===== src/rtl/regfile_wr_arbiter_pkg.sv =====
// rtl/regfile_wr_arbiter_pkg.sv - shared sizes and FSM encoding for the regfile port arbiter
package regfile_wr_arbiter_pkg;

    localparam int RF_AW = 5;
    localparam int RF_DW = 32;

    typedef enum logic [1:0] {
        ST_INIT  = 2'd0,
        ST_RUN   = 2'd1,
        ST_FORCE = 2'd2
    } arb_state_e;

endpackage


===== src/rtl/regfile_wr_arbiter_if.sv =====
// rtl/regfile_wr_arbiter_if.sv - debug/host req/ack access channel into the regfile arbiter
interface regfile_wr_arbiter_if #(
    parameter int AW = regfile_wr_arbiter_pkg::RF_AW,
    parameter int DW = regfile_wr_arbiter_pkg::RF_DW
);

    logic          dbg_req;
    logic          dbg_wr;
    logic [AW-1:0] dbg_addr;
    logic [DW-1:0] dbg_wdata;
    logic          dbg_ack;
    logic [DW-1:0] dbg_rdata;

    modport master (
        output dbg_req, dbg_wr, dbg_addr, dbg_wdata,
        input  dbg_ack, dbg_rdata
    );

    modport slave (
        input  dbg_req, dbg_wr, dbg_addr, dbg_wdata,
        output dbg_ack, dbg_rdata
    );

endinterface


===== src/rtl/regfile_wr_arbiter.sv =====
// rtl/regfile_wr_arbiter.sv - zero-sweeps regfile_dp after reset, then shares its ports between core and debug
module regfile_wr_arbiter
    import regfile_wr_arbiter_pkg::*;
#(
    parameter int AW           = RF_AW,
    parameter int DW           = RF_DW,
    parameter int STARVE_LIMIT = 15,
    parameter int PROTECT_X0   = 1
) (
    input  logic                 clk,
    input  logic                 resetn,
    input  logic                 clr_req,
    output logic                 init_busy,
    output logic                 cpu_stall,
    input  logic                 cpu_we,
    input  logic [AW-1:0]        cpu_waddr,
    input  logic [DW-1:0]        cpu_wdata,
    input  logic                 cpu_re,
    input  logic [AW-1:0]        cpu_raddr,
    regfile_wr_arbiter_if.slave  dbg,
    output logic                 rf_we,
    output logic [AW-1:0]        rf_waddr,
    output logic [DW-1:0]        rf_di,
    output logic [AW-1:0]        rf_raddr,
    input  logic [DW-1:0]        rf_do
);

    localparam logic [AW:0] SWEEP_LAST = (AW+1)'((1 << AW) - 1);
    localparam logic [7:0]  STARVE_MAX = 8'(STARVE_LIMIT);
    localparam bit          PROT       = (PROTECT_X0 != 0);

    arb_state_e   state;
    logic [AW:0]  sweep_cnt;
    logic [7:0]   starve_cnt;

    logic cpu_wr_ok;
    logic dbg_pend;
    logic dbg_wr_drop;
    logic dbg_grant;

    // A pending request is one not already being acked, so each req yields one transaction.
    always_comb begin
        cpu_wr_ok   = cpu_we && !(PROT && cpu_waddr == '0);
        dbg_pend    = dbg.dbg_req && !dbg.dbg_ack;
        dbg_wr_drop = PROT && dbg.dbg_addr == '0;
        dbg_grant   = 1'b0;
        case (state)
            ST_RUN:   dbg_grant = dbg_pend && (dbg.dbg_wr ? !cpu_wr_ok : !cpu_re);
            ST_FORCE: dbg_grant = dbg_pend;
            default:  dbg_grant = 1'b0;
        endcase
    end

    assign cpu_stall = (state != ST_RUN);

    always_comb begin
        rf_we    = 1'b0;
        rf_waddr = cpu_waddr;
        rf_di    = cpu_wdata;
        rf_raddr = cpu_raddr;
        case (state)
            ST_INIT: begin
                rf_we    = 1'b1;
                rf_waddr = sweep_cnt[AW-1:0];
                rf_di    = '0;
            end
            default: begin
                // In FORCE the core's enables are ignored; the grant already excludes a live core access in RUN.
                rf_we = (state == ST_RUN) && cpu_wr_ok;
                if (dbg_grant) begin
                    if (dbg.dbg_wr) begin
                        rf_we    = !dbg_wr_drop;
                        rf_waddr = dbg.dbg_addr;
                        rf_di    = dbg.dbg_wdata;
                    end else begin
                        rf_raddr = dbg.dbg_addr;
                    end
                end
            end
        endcase
    end

    always_ff @(posedge clk or negedge resetn) begin
        if (!resetn) begin
            state         <= ST_INIT;
            sweep_cnt     <= '0;
            init_busy     <= 1'b1;
            starve_cnt    <= '0;
            dbg.dbg_ack   <= 1'b0;
            dbg.dbg_rdata <= '0;
        end else begin
            dbg.dbg_ack <= dbg_grant;
            if (dbg_grant && !dbg.dbg_wr) begin
                dbg.dbg_rdata <= rf_do;
            end
            case (state)
                ST_INIT: begin
                    sweep_cnt  <= sweep_cnt + 1'b1;
                    starve_cnt <= '0;
                    if (sweep_cnt == SWEEP_LAST) begin
                        state     <= ST_RUN;
                        init_busy <= 1'b0;
                    end
                end
                ST_RUN: begin
                    if (dbg_grant || !dbg_pend) begin
                        starve_cnt <= '0;
                    end else begin
                        starve_cnt <= starve_cnt + 8'd1;
                        if (starve_cnt + 8'd1 == STARVE_MAX) begin
                            state <= ST_FORCE;
                        end
                    end
                    if (clr_req) begin
                        state      <= ST_INIT;
                        sweep_cnt  <= '0;
                        init_busy  <= 1'b1;
                        starve_cnt <= '0;
                    end
                end
                ST_FORCE: begin
                    state      <= ST_RUN;
                    starve_cnt <= '0;
                end
                default: begin
                    state     <= ST_INIT;
                    sweep_cnt <= '0;
                    init_busy <= 1'b1;
                end
            endcase
        end
    end

endmodule

===== src/flat_wrapper.sv =====
// flat-port wrapper written by rule: the top's interface ports become plain ports
module regfile_wr_arbiter_flat import regfile_wr_arbiter_pkg::*;
#(
    parameter int AW           = RF_AW,
    parameter int DW           = RF_DW,
    parameter int STARVE_LIMIT = 15,
    parameter int PROTECT_X0   = 1
)
  (clk, resetn, clr_req, init_busy, cpu_stall, cpu_we, cpu_waddr, cpu_wdata, cpu_re, cpu_raddr, rf_we, rf_waddr, rf_di, rf_raddr, rf_do, dbg_dbg_req, dbg_dbg_wr, dbg_dbg_addr, dbg_dbg_wdata, dbg_dbg_ack, dbg_dbg_rdata);
  regfile_wr_arbiter_if #(.AW(AW), .DW(DW)) dbg_i ();
  input  logic clk;
  input  logic resetn;
  input  logic clr_req;
  output logic init_busy;
  output logic cpu_stall;
  input  logic cpu_we;
  input  logic [AW-1:0] cpu_waddr;
  input  logic [DW-1:0] cpu_wdata;
  input  logic cpu_re;
  input  logic [AW-1:0] cpu_raddr;
  output logic rf_we;
  output logic [AW-1:0] rf_waddr;
  output logic [DW-1:0] rf_di;
  output logic [AW-1:0] rf_raddr;
  input  logic [DW-1:0] rf_do;
  input wire logic [$bits(dbg_i.dbg_req)-1:0] dbg_dbg_req;
  input wire logic [$bits(dbg_i.dbg_wr)-1:0] dbg_dbg_wr;
  input wire logic [$bits(dbg_i.dbg_addr)-1:0] dbg_dbg_addr;
  input wire logic [$bits(dbg_i.dbg_wdata)-1:0] dbg_dbg_wdata;
  output wire logic [$bits(dbg_i.dbg_ack)-1:0] dbg_dbg_ack;
  output wire logic [$bits(dbg_i.dbg_rdata)-1:0] dbg_dbg_rdata;
  assign dbg_i.dbg_req = dbg_dbg_req;
  assign dbg_i.dbg_wr = dbg_dbg_wr;
  assign dbg_i.dbg_addr = dbg_dbg_addr;
  assign dbg_i.dbg_wdata = dbg_dbg_wdata;
  assign dbg_dbg_ack = dbg_i.dbg_ack;
  assign dbg_dbg_rdata = dbg_i.dbg_rdata;
  regfile_wr_arbiter #(.AW(AW), .DW(DW), .STARVE_LIMIT(STARVE_LIMIT), .PROTECT_X0(PROTECT_X0)) u_core (.clk(clk), .resetn(resetn), .clr_req(clr_req), .init_busy(init_busy), .cpu_stall(cpu_stall), .cpu_we(cpu_we), .cpu_waddr(cpu_waddr), .cpu_wdata(cpu_wdata), .cpu_re(cpu_re), .cpu_raddr(cpu_raddr), .dbg(dbg_i), .rf_we(rf_we), .rf_waddr(rf_waddr), .rf_di(rf_di), .rf_raddr(rf_raddr), .rf_do(rf_do));
endmodule

===== config.mk =====
export PLATFORM = sky130hd
export DESIGN_NAME = regfile_wr_arbiter_flat
export DESIGN_NICKNAME = d
export VERILOG_FILES = /design/src/rtl/regfile_wr_arbiter_pkg.sv /design/src/rtl/regfile_wr_arbiter_if.sv /design/src/rtl/regfile_wr_arbiter.sv /design/src/flat_wrapper.sv
export SDC_FILE = /design/constraint.sdc
export NUM_CORES = 1
export LEC_CHECK = 0
export ABC_AREA = 1
export BUFFER_PORTS_ARGS = -buffer_cell sky130_fd_sc_hd__buf_2
export CORE_ASPECT_RATIO = 1.25
export CORE_MARGIN = 2
export CORE_UTILIZATION = 40
export CTS_CLUSTER_SIZE = 20
export DETAILED_ROUTE_END_ITERATION = 10
export HOLD_SLACK_MARGIN = 0.08
export PLACE_DENSITY = 0.75
export SETUP_SLACK_MARGIN = 0.1
export SYNTH_ARGS = -nofsm -noshare
export SYNTH_HDL_FRONTEND = slang
export SYNTH_SLANG_ARGS = --single-unit

===== constraint.sdc =====
create_clock -name clk -period 2.4 [get_ports clk]
set_input_delay 0.24 -clock clk [delete_from_list [all_inputs] [get_ports clk]]
set_output_delay 0.24 -clock clk [all_outputs]
set_load 0.1 [all_outputs]

==> results of run 1 <==
==> repair_timing <==
| action | CTS | global route |
|---|---|---|
| hold buffers | 1 | 0 |
| buffers inserted | 2 | 6 |
| resized for setup | 18 | 30 |
| setup endpoints to repair | 43 | 48 |
| cloned | 0 | 6 |
| pin swaps | 2 | 21 |
| endpoints found under the hold margin | 29 | 0 |
==> sequential cells by signal (all words and copies together), names as in the netlist <==
| register | count |
|---|---|
| u_core.dbg.dbg_ack | 1 |
| u_core.state | 2 |
| u_core.sweep_cnt | 6 |
| u_core.init_busy | 1 |
| u_core.dbg.dbg_rdata | 32 |
| u_core.starve_cnt | 8 |
==> worst max-delay path, cell delays in order, from the launching register on <==
cell and delay (ns):
dfrtp_2 0.42, inv_2 0.06, ha_1 0.26, nor3b_2 0.17
nand2_2 0.13, nor2_4 0.13, buf_12 0.15, buf_12 0.14
o21ai_1 0.11, nor2_4 0.16, buf_12 0.19
==> worst max-delay path by stage <==
stage,to,startpoint
after floorplan,rf_di[10],u_core.state[1]
after global placement,rf_di[22],u_core.state[0]
after detailed placement,rf_di[22],u_core.state[0]
after CTS,rf_di[10],u_core.state[0]
after global routing,rf_di[0],u_core.state[0]
final,rf_di[23],u_core.state[0]
==> placed cells by master, fill, tap and decap left out, types with 6 or more instances in the layout <==
cell       n
buf_12    46
buf_2    152
buf_4     14
dfrtp_1   47
ha_1       6
inv_1     32
nand2_1  110
nand2_2    9
nand3_1   51
nor2_1    43
nor2_4    33
o21ai_0    7
o21ai_1   31
o21ai_4    6
o22ai_1    6
==> through the flow <==
stage | instance area, sq um | TNS [ns] | cells | util | setup slack, ns
4_1_cts | 5279 | -0.4210 | 731 | 0.7175 | -0.03103
3_5_place_dp | 5119 | 0 | 720 | 0.6957 | 0.2236
3_3_place_gp | 5119 | 0 | 720 | 0.6957 | 0.2789
2_1_floorplan | 3405 | 0 | 443 | - | 0.1020
5_1_grt | 5480 | -4.288 | 743 | 0.7449 | -0.1479
6_report | 5480 | -0.4006 | 743 | 0.7449 | -0.05000
==> cell type report <==
| class | instances | area (sq um) | share of cell area |
|---|---|---|---|
| clock buffer | 7 | 76.32 | 0.01393 |
| timing repair buffer | 220 | 1917 | 0.3498 |
| multi-input combinational | 336 | 1938 | 0.3537 |
| sequential | 50 | 1255 | 0.2290 |
| tap | 92 | 115.1 | 0.02100 |
| inverter | 37 | 148.9 | 0.02717 |
| clock inverter | 1 | 30.03 | 0.005479 |
==> cells in the mapped netlist, types with 2 or more instances <==
cell type	number
a21oi_1	3
buf_2	9
buf_6	2
clkbuf_1	8
dfrtp_1	49
ha_1	7
inv_1	34
inv_2	2
nand2_1	118
nand2_2	2
nand3_1	54
nand4_1	4
nor2_1	79
nor3_1	3
nor3b_1	3
o21ai_0	44
o21ai_1	5
o22ai_1	6
==> logic make-up (layout without fill, tap and decap cells) <==
logic type / count (synthesis) / count (layout) / share of synthesized area
adders and majority gates: 7 / 7 / 0.02885
AOI/OAI and AO/OA: 62 / 62 / 0.1080
buffers and inverters: 57 / 265 / 0.08120
and+or+nand+nor: 266 / 266 / 0.3664
xor gates and xnor gates: 1 / 1 / 0.002886
DFF: 50 / 50 / 0.4126
==> metal layers <==
layer  vias to the layer above  part of all wire
li1                       1839                 -
met1                      1718              0.34
met2                       209              0.50
met3                        40              0.11
met4                         0             0.045
met5                         -                 0
==> results.cfg, run 1 <==
[synth]
yosysTopAreaCellShare = 0.4040
synthFlopType = dfrtp_1
synth_nets = 568
ys_types = 29
syn_inst = 443
syn_area_per_cell_sq_um = 6.852
yosys.area.top_type = dfrtp_1
seq_area_frac_synth = 0.4126
synth_area_leaders = dfrtp_1, nand2_1, nor2_1
async_flop_share = 1.000
synth_enable_flop_cells = 0
ys_seq_elements = 50
synth_area_sq_um = 3035
ys_warn_count = 0

[detailed_routing]
wl_um = 11830
firstDrtPassIters = 4
ant_nets = 0
drc = 0
wl_per_cell_um = 15.92
num_vias = 3806
drt-initial-drc-count = 227
viasPerCell = 5.122

[flow_run]
cap_violations = 0

[hold_path]
min_to = u_core.dbg.dbg_rdata[25]
hold_start = rf_do[25]
whs_path_depth = 3
hold_class = primary input to register

[grt]
grt_util_met1 = 0.2951
met3_usage = 0.08289
grt_pass1_wl_um = 16840
grt_pass1_vias = 3585
grt-ovfl-total = 0
grt_max_degree = 38
grt.busiest_layer = met2
grtUsageMet2 = 0.4415
antenna_found_initial = 0
groute.usage.overall = 0.2592

[sta]
tightest_slew_ns = 0.6705
drv_slew = 0
post-route-period-util = 1.021
setup_ws_ns = -0.05000
hold_viol_final = 0
rsz0062_at_grt = yes
slew_headroom = 0.5530
fmax_mhz = 408.2
fin_hold_ws_ns = 0.1665
setup_viol = 19
min_period_ns = 2.450
finClkSkew_ns = 0.009914

[floorplanning]
io_pins = 196
die_area_sq_um = 8306
initial_utilization = 0.4126
core_sq_um = 7357
num_rows = 35
fp.dieW_um = 81.92
die_h_um = 101.4

[clock_network]
cts_num_sinks = 50
htreeDepth = 2
cts_buffer_depth = 2
cts_root_buf = clkbuf_8
insertion_delay_ns = 0.30
cts-buffers-inserted = 5
cts_tree = done
clk_pin_slew_ns = 0.09

[critical_path]
reg2reg_from = u_core.state[0]
critPathMaxFanout = 10
rrSetupSlack_ns = 0.32
setup.worst_path.start_class = register
arrival_ns = 2.21
ff2ff_path_depth = 10
r2r-end = u_core.dbg.dbg_rdata[31]
criticalPathCategory = register to output pin
crit_required_ns = 2.16
worst_setup_path_end_kind = output pin

[layout]
n_fill_cell = 541
antenna_cells = 0
areaGrowthSynthToFinish_pct = 80.54
final_nets = 775
layout-drive-gt1-share = 0.4593

[placement]
place_congestion = 0.8852
dp_hpwl_um = 8561
io_buffers = 195

[run_status]
status = finished with violations
violations = setup timing
Power of run 1 is left out: the tool's default activity adds up to more than one toggle a clock period on the data nets, which glitch-free logic cannot reach.
==> run 2: changes to the inputs <==
BUFFER_PORTS_ARGS = unset   (was -buffer_cell sky130_fd_sc_hd__buf_2)
DONT_BUFFER_PORTS = 1   (was unset)
PLACE_DENSITY = 0.53   (was 0.75)
==> run 2 against run 1 <==
  * The run now ends clean
  * Clock-buffer cell count down 1
  * Sequential share of layout area up 1.8 points
  * Register-to-register slack worse by 0.04 ns
  * Die area unchanged
  * Non-clock buffer count down 121
  * Sequential cell count unchanged
  * Hold slack worse by 0.073 ns
  * Routed wire length down 14%
  * First-iteration DRC count down 75%
  * Critical path type unchanged
  * Critical endpoint is now rf_waddr[0]
  * Highest routed layer unchanged
==> results.cfg, run 2 (synthesis results as in run 1) <==
[critical_path]
arrival_ns = 2.15
crit_family = simple AND/OR/NAND/NOR gates
criticalPathCategory = register to output pin
setup.worst_path.start_class = register
critical_path_buf_inv_count = 4
worst_setup_path_end_kind = output pin
cp_cell_sequence = inv_2, ha_4, nor3b_4, nand2_4, inv_4, nand2_8, buf_16, o21ai_1, nand2_1, nand2_2, buf_12
critPathMaxFanout = 19
crit_path_top_delay_cell = dfrtp_2
crit_required_ns = 2.16
slowest_delay_ns = 0.42

[sta]
slew_headroom = 0.3814
tightest_slew_ns = 0.9279
finClkSkew_ns = 0.01459
fmax_mhz = 418.5
setup_viol = 0
setup_ws_ns = 0.01079
post-route-period-util = 0.9955
min_period_ns = 2.389
hold_viol_final = 0
drv_slew = 0
rsz0062_at_grt = yes

[placement]
pre_cts_ws_ns = 0.1305
dp_hpwl_um = 7255
place_congestion = 0.8076
io_buffers = 0

[detailed_routing]
wl_per_cell_um = 16.31
wl_um = 10160
drc = 0
ant_nets = 0
viasPerCell = 5.315
num_vias = 3311
drt-initial-drc-count = 57
firstDrtPassIters = 4

[clock_network]
cts_tree = done
htreeDepth = 2
cts_buffer_depth = 2
clk_pin_slew_ns = 0.10
cts_root_buf = clkbuf_8
cts-buffers-inserted = 5
cts_num_sinks = 50
insertion_delay_ns = 0.30

[layout]
layout_common_cells = nand2_1, nand3_1, dfrtp_1
largest_reg_flops = 32
layout_commonest_cell = nand2_1
layout-drive-gt1-share = 0.2957
n_fill_cell = 589
largest-register = u_core.dbg.dbg_rdata
areaGrowthSynthToFinish_pct = 67.60
final_nets = 655
antenna_cells = 0
multiInputGateArea_sq_um = 1989
reg_top3 = u_core.dbg.dbg_rdata: 32 flops, u_core.starve_cnt: 8 flops, u_core.sweep_cnt: 6 flops
layout.area.seq_sq_um = 1255

[grt]
grt_util_met1 = 0.2748
grt_max_degree = 51
grt-ovfl-total = 0
groute.usage.overall = 0.2364
grt_pass1_wl_um = 15440
grtUsageMet2 = 0.4228
met3_usage = 0.06239
grt.busiest_layer = met2
antenna_found_initial = 0
grt_pass1_vias = 3210

[floorplanning]
die_area_sq_um = 8306
initial_utilization = 0.4126
num_rows = 35
die_h_um = 101.4
fp.dieW_um = 81.92
core_sq_um = 7357
io_pins = 196

[flow_run]
cap_violations = 0

[hold_path]
hold_class = primary input to register

[run_status]
status = finished clean
[run 2: stage by stage]
step / util / TNS [ns] / hold slack (ns) / cell area, sq um / cells
after global routing: 0.6915 / -1.905 / 0.08567 / 5087 / 623
final: 0.6915 / 0 / 0.09387 / 5087 / 623
after global placement: 0.5954 / 0 / -0.05442 / 4380 / 571
after detailed placement: 0.5954 / 0 / -0.05470 / 4380 / 571
after floorplan: - / 0 / -0.05559 / 3405 / 443
after CTS: 0.6774 / 0 / 0.08372 / 4984 / 620
[run 2: worst paths after layout]
path / depth (start not counted) / end / from / slack [ns]
max: 11 / rf_waddr[0] / u_core.state[0] / 0.01
min: 2 / u_core.dbg.dbg_rdata[29] / rf_do[29] / 0.09
max reg2reg: 12 / u_core.dbg.dbg_rdata[31] / u_core.state[0] / 0.28
min reg2reg: 2 / u_core.state[0] / u_core.state[0] / 0.57
max in group asynchronous: 2 / u_core.init_busy / resetn / 1.67
min in group asynchronous: 2 / u_core.starve_cnt[7] / resetn / 0.46
[run 2: repair_timing]
action	4_1_cts	5_1_grt
setup endpoints to repair	43	69
hold buffers	31	1
gates cloned	2	1
buffers inserted	8	1
endpoints found under the hold margin	79	1
resized for setup	22	20
pin swaps	3	3
[run 2: layout make-up]
type	count	share of cell area
Timing Repair Buffer	99	0.2865
Inverter	37	0.02927
Clock inverter	2	0.007624
Multi-Input combinational cell	337	0.3910
Tap cell	92	0.02263
Sequential cell	50	0.2467
Clock buffer	6	0.01623
[run 2: metal layers]
layer  up-vias  part of all wire  wire length, um
met5         -                 0                0
met4         0             0.019              189
met3        14             0.091              923
met2       145              0.53             5409
met1      1550              0.36             3639
li1       1602                 -                -
Power of run 2 is left out for the same reason.
==> run 3: changes to the inputs <==
CORE_AREA = 2 2 77 79   (was unset)
CORE_ASPECT_RATIO = unset   (was 1.25)
CORE_MARGIN = unset   (was 2)
CORE_UTILIZATION = unset   (was 40)
DIE_AREA = 0 0 79 81   (was unset)
PLACE_DENSITY = 0.69   (was 0.53)
==> run 3 against run 2 <==
  * The run now ends with setup timing left
  * Setup slack got worse by 0.29 ns
  * Sequential share of layout area fell by 1.7 points
  * Hold slack worse by 0.0062 ns
  * Critical path depth increased by 4
  * Largest cell class unchanged
==> results.cfg, run 3 (synthesis results as in run 1) <==
[floorplanning]
num_rows = 28
die_h_um = 81
fp.dieW_um = 79
core_sq_um = 5675
initial_utilization = 0.5348
io_pins = 196
die_area_sq_um = 6399

[grt]
antenna_found_initial = 0
grt.busiest_layer = met2
grtUsageMet2 = 0.7102
grt-ovfl-total = 0
grt_pass1_vias = 3632
grt_pass1_wl_um = 19550
grt_util_met1 = 0.4093
groute.usage.overall = 0.4043
grt_max_degree = 51
met3_usage = 0.1211

[flow_run]
cap_violations = 0

[sta]
tightest_slew_ns = 1.083
finClkSkew_ns = 0.01221
fmax_mhz = 373.9
rsz0062_at_grt = yes
min_period_ns = 2.674
slew_headroom = 0.2781
hold_viol_final = 0
setup_viol = 44
post-route-period-util = 1.114
drv_slew = 0
setup_ws_ns = -0.2744

[critical_path]
crit_required_ns = 2.16
setup.worst_path.start_class = register
arrival_ns = 2.43
criticalPathCategory = register to output pin
critPathMaxFanout = 10
worst_setup_path_end_kind = output pin

[clock_network]
cts_root_buf = clkbuf_8
cts_num_sinks = 50
cts_tree = done
cts-buffers-inserted = 5
insertion_delay_ns = 0.32
clk_pin_slew_ns = 0.10
cts_buffer_depth = 2
htreeDepth = 2

[layout]
layout-drive-gt1-share = 0.3704
layout_commonest_cell = nand2_1
largest-register = u_core.dbg.dbg_rdata
final_nets = 664
largest_reg_flops = 32
areaGrowthSynthToFinish_pct = 79.84
layout_common_cells = nand2_1, nand3_1, dfrtp_1
reg_top3 = u_core.dbg.dbg_rdata: 32 flops, u_core.starve_cnt: 8 flops, u_core.sweep_cnt: 6 flops

[placement]
place_congestion = 0.8471
dp_hpwl_um = 7649
pre_cts_ws_ns = 0.1778
io_buffers = 0

[detailed_routing]
drt-initial-drc-count = 564
viasPerCell = 7.023
num_vias = 4326
wl_per_cell_um = 28.98
ant_nets = 0
firstDrtPassIters = 6
drc = 0
wl_um = 17850

[run_status]
status = finished with violations
violations = setup timing

[hold_path]
hold_class = primary input to register
run 3: changes by cell type in the layout (fill, tap and decap cells not counted), moves of 5 or more:
cell and change:
o21ai_2 +8, nor2_4 +13, o21ai_4 +6, nor2_1 -11
buf_16 +5, nand2_2 +5, nand2_1 -5, o21ai_0 -15
buf_6 +6
run 3: per-stage QoR:
step                setup TNS [ns]  instance area [sq um]  hold WS, ns  std cells  utilization
floorplan                        0                   3405     -0.05559        443            -
global placement                 0                   4352     -0.05466        553       0.7668
detailed placement               0                   4352     -0.05465        553       0.7668
CTS                         -1.268                   5130      0.08073        599       0.9039
global route                -11.19                   5456      0.08614        615       0.9614
finish                      -8.576                   5459      0.08769        616       0.9619
run 3: area by class of cell:
class / count / area, sq um
Sequential cell: 50 / 1254
Tap cell: 75 / 93.84
Timing Repair Buffer: 108 / 1645
Antenna cell: 1 / 2.502
Inverter: 37 / 158.9
Clock buffer: 5 / 68.82
Clock inverter: 3 / 47.55
Multi-Input combinational cell: 337 / 2188
Fill cell: 117 / 216.5
run 3: critical path: stages, from the launching register on:
cell and delay [ns]:
dfrtp_1 0.43, inv_2 0.12, ha_4 0.19, inv_8 0.03, a21oi_2 0.10, nand2_1 0.07
nand2_1 0.09, nand2_2 0.09, buf_6 0.15, clkinv_8 0.06, nand2_8 0.09, buf_16 0.17
nand2_1 0.09, nand3_1 0.11, o21ai_2 0.11, buf_12 0.20
run 3: worst paths after layout:
kind                                       from                       end  slack, ns  depth (start not counted)
max in group asynchronous                resetn          u_core.init_busy       1.71                          2
min in group asynchronous                resetn  u_core.dbg.dbg_rdata[13]       0.41                          2
min reg2reg                u_core.starve_cnt[6]      u_core.starve_cnt[6]       0.62                          2
max                             u_core.state[1]               rf_waddr[2]      -0.27                         15
max reg2reg                     u_core.state[1]       u_core.sweep_cnt[4]      -0.07                         11
min                                    rf_do[2]   u_core.dbg.dbg_rdata[2]       0.09                          2
run 3: what timing repair did:
action / in CTS / in global routing
setup endpoints to repair: 43 / 56
hold endpoints to repair: 73 / 4
resized for setup: 72 / 47
buffers inserted: 7 / 9
pin swaps: 4 / 18
gates cloned: 6 / 3
hold buffers: 25 / 4
run 3: metal layers:
metal,wire length (um),up-vias
li1,-,1623
met3,2611,213
met1,5122,1961
met4,2026,0
met2,8089,529
met5,0,-
Power of run 3 is left out for the same reason.
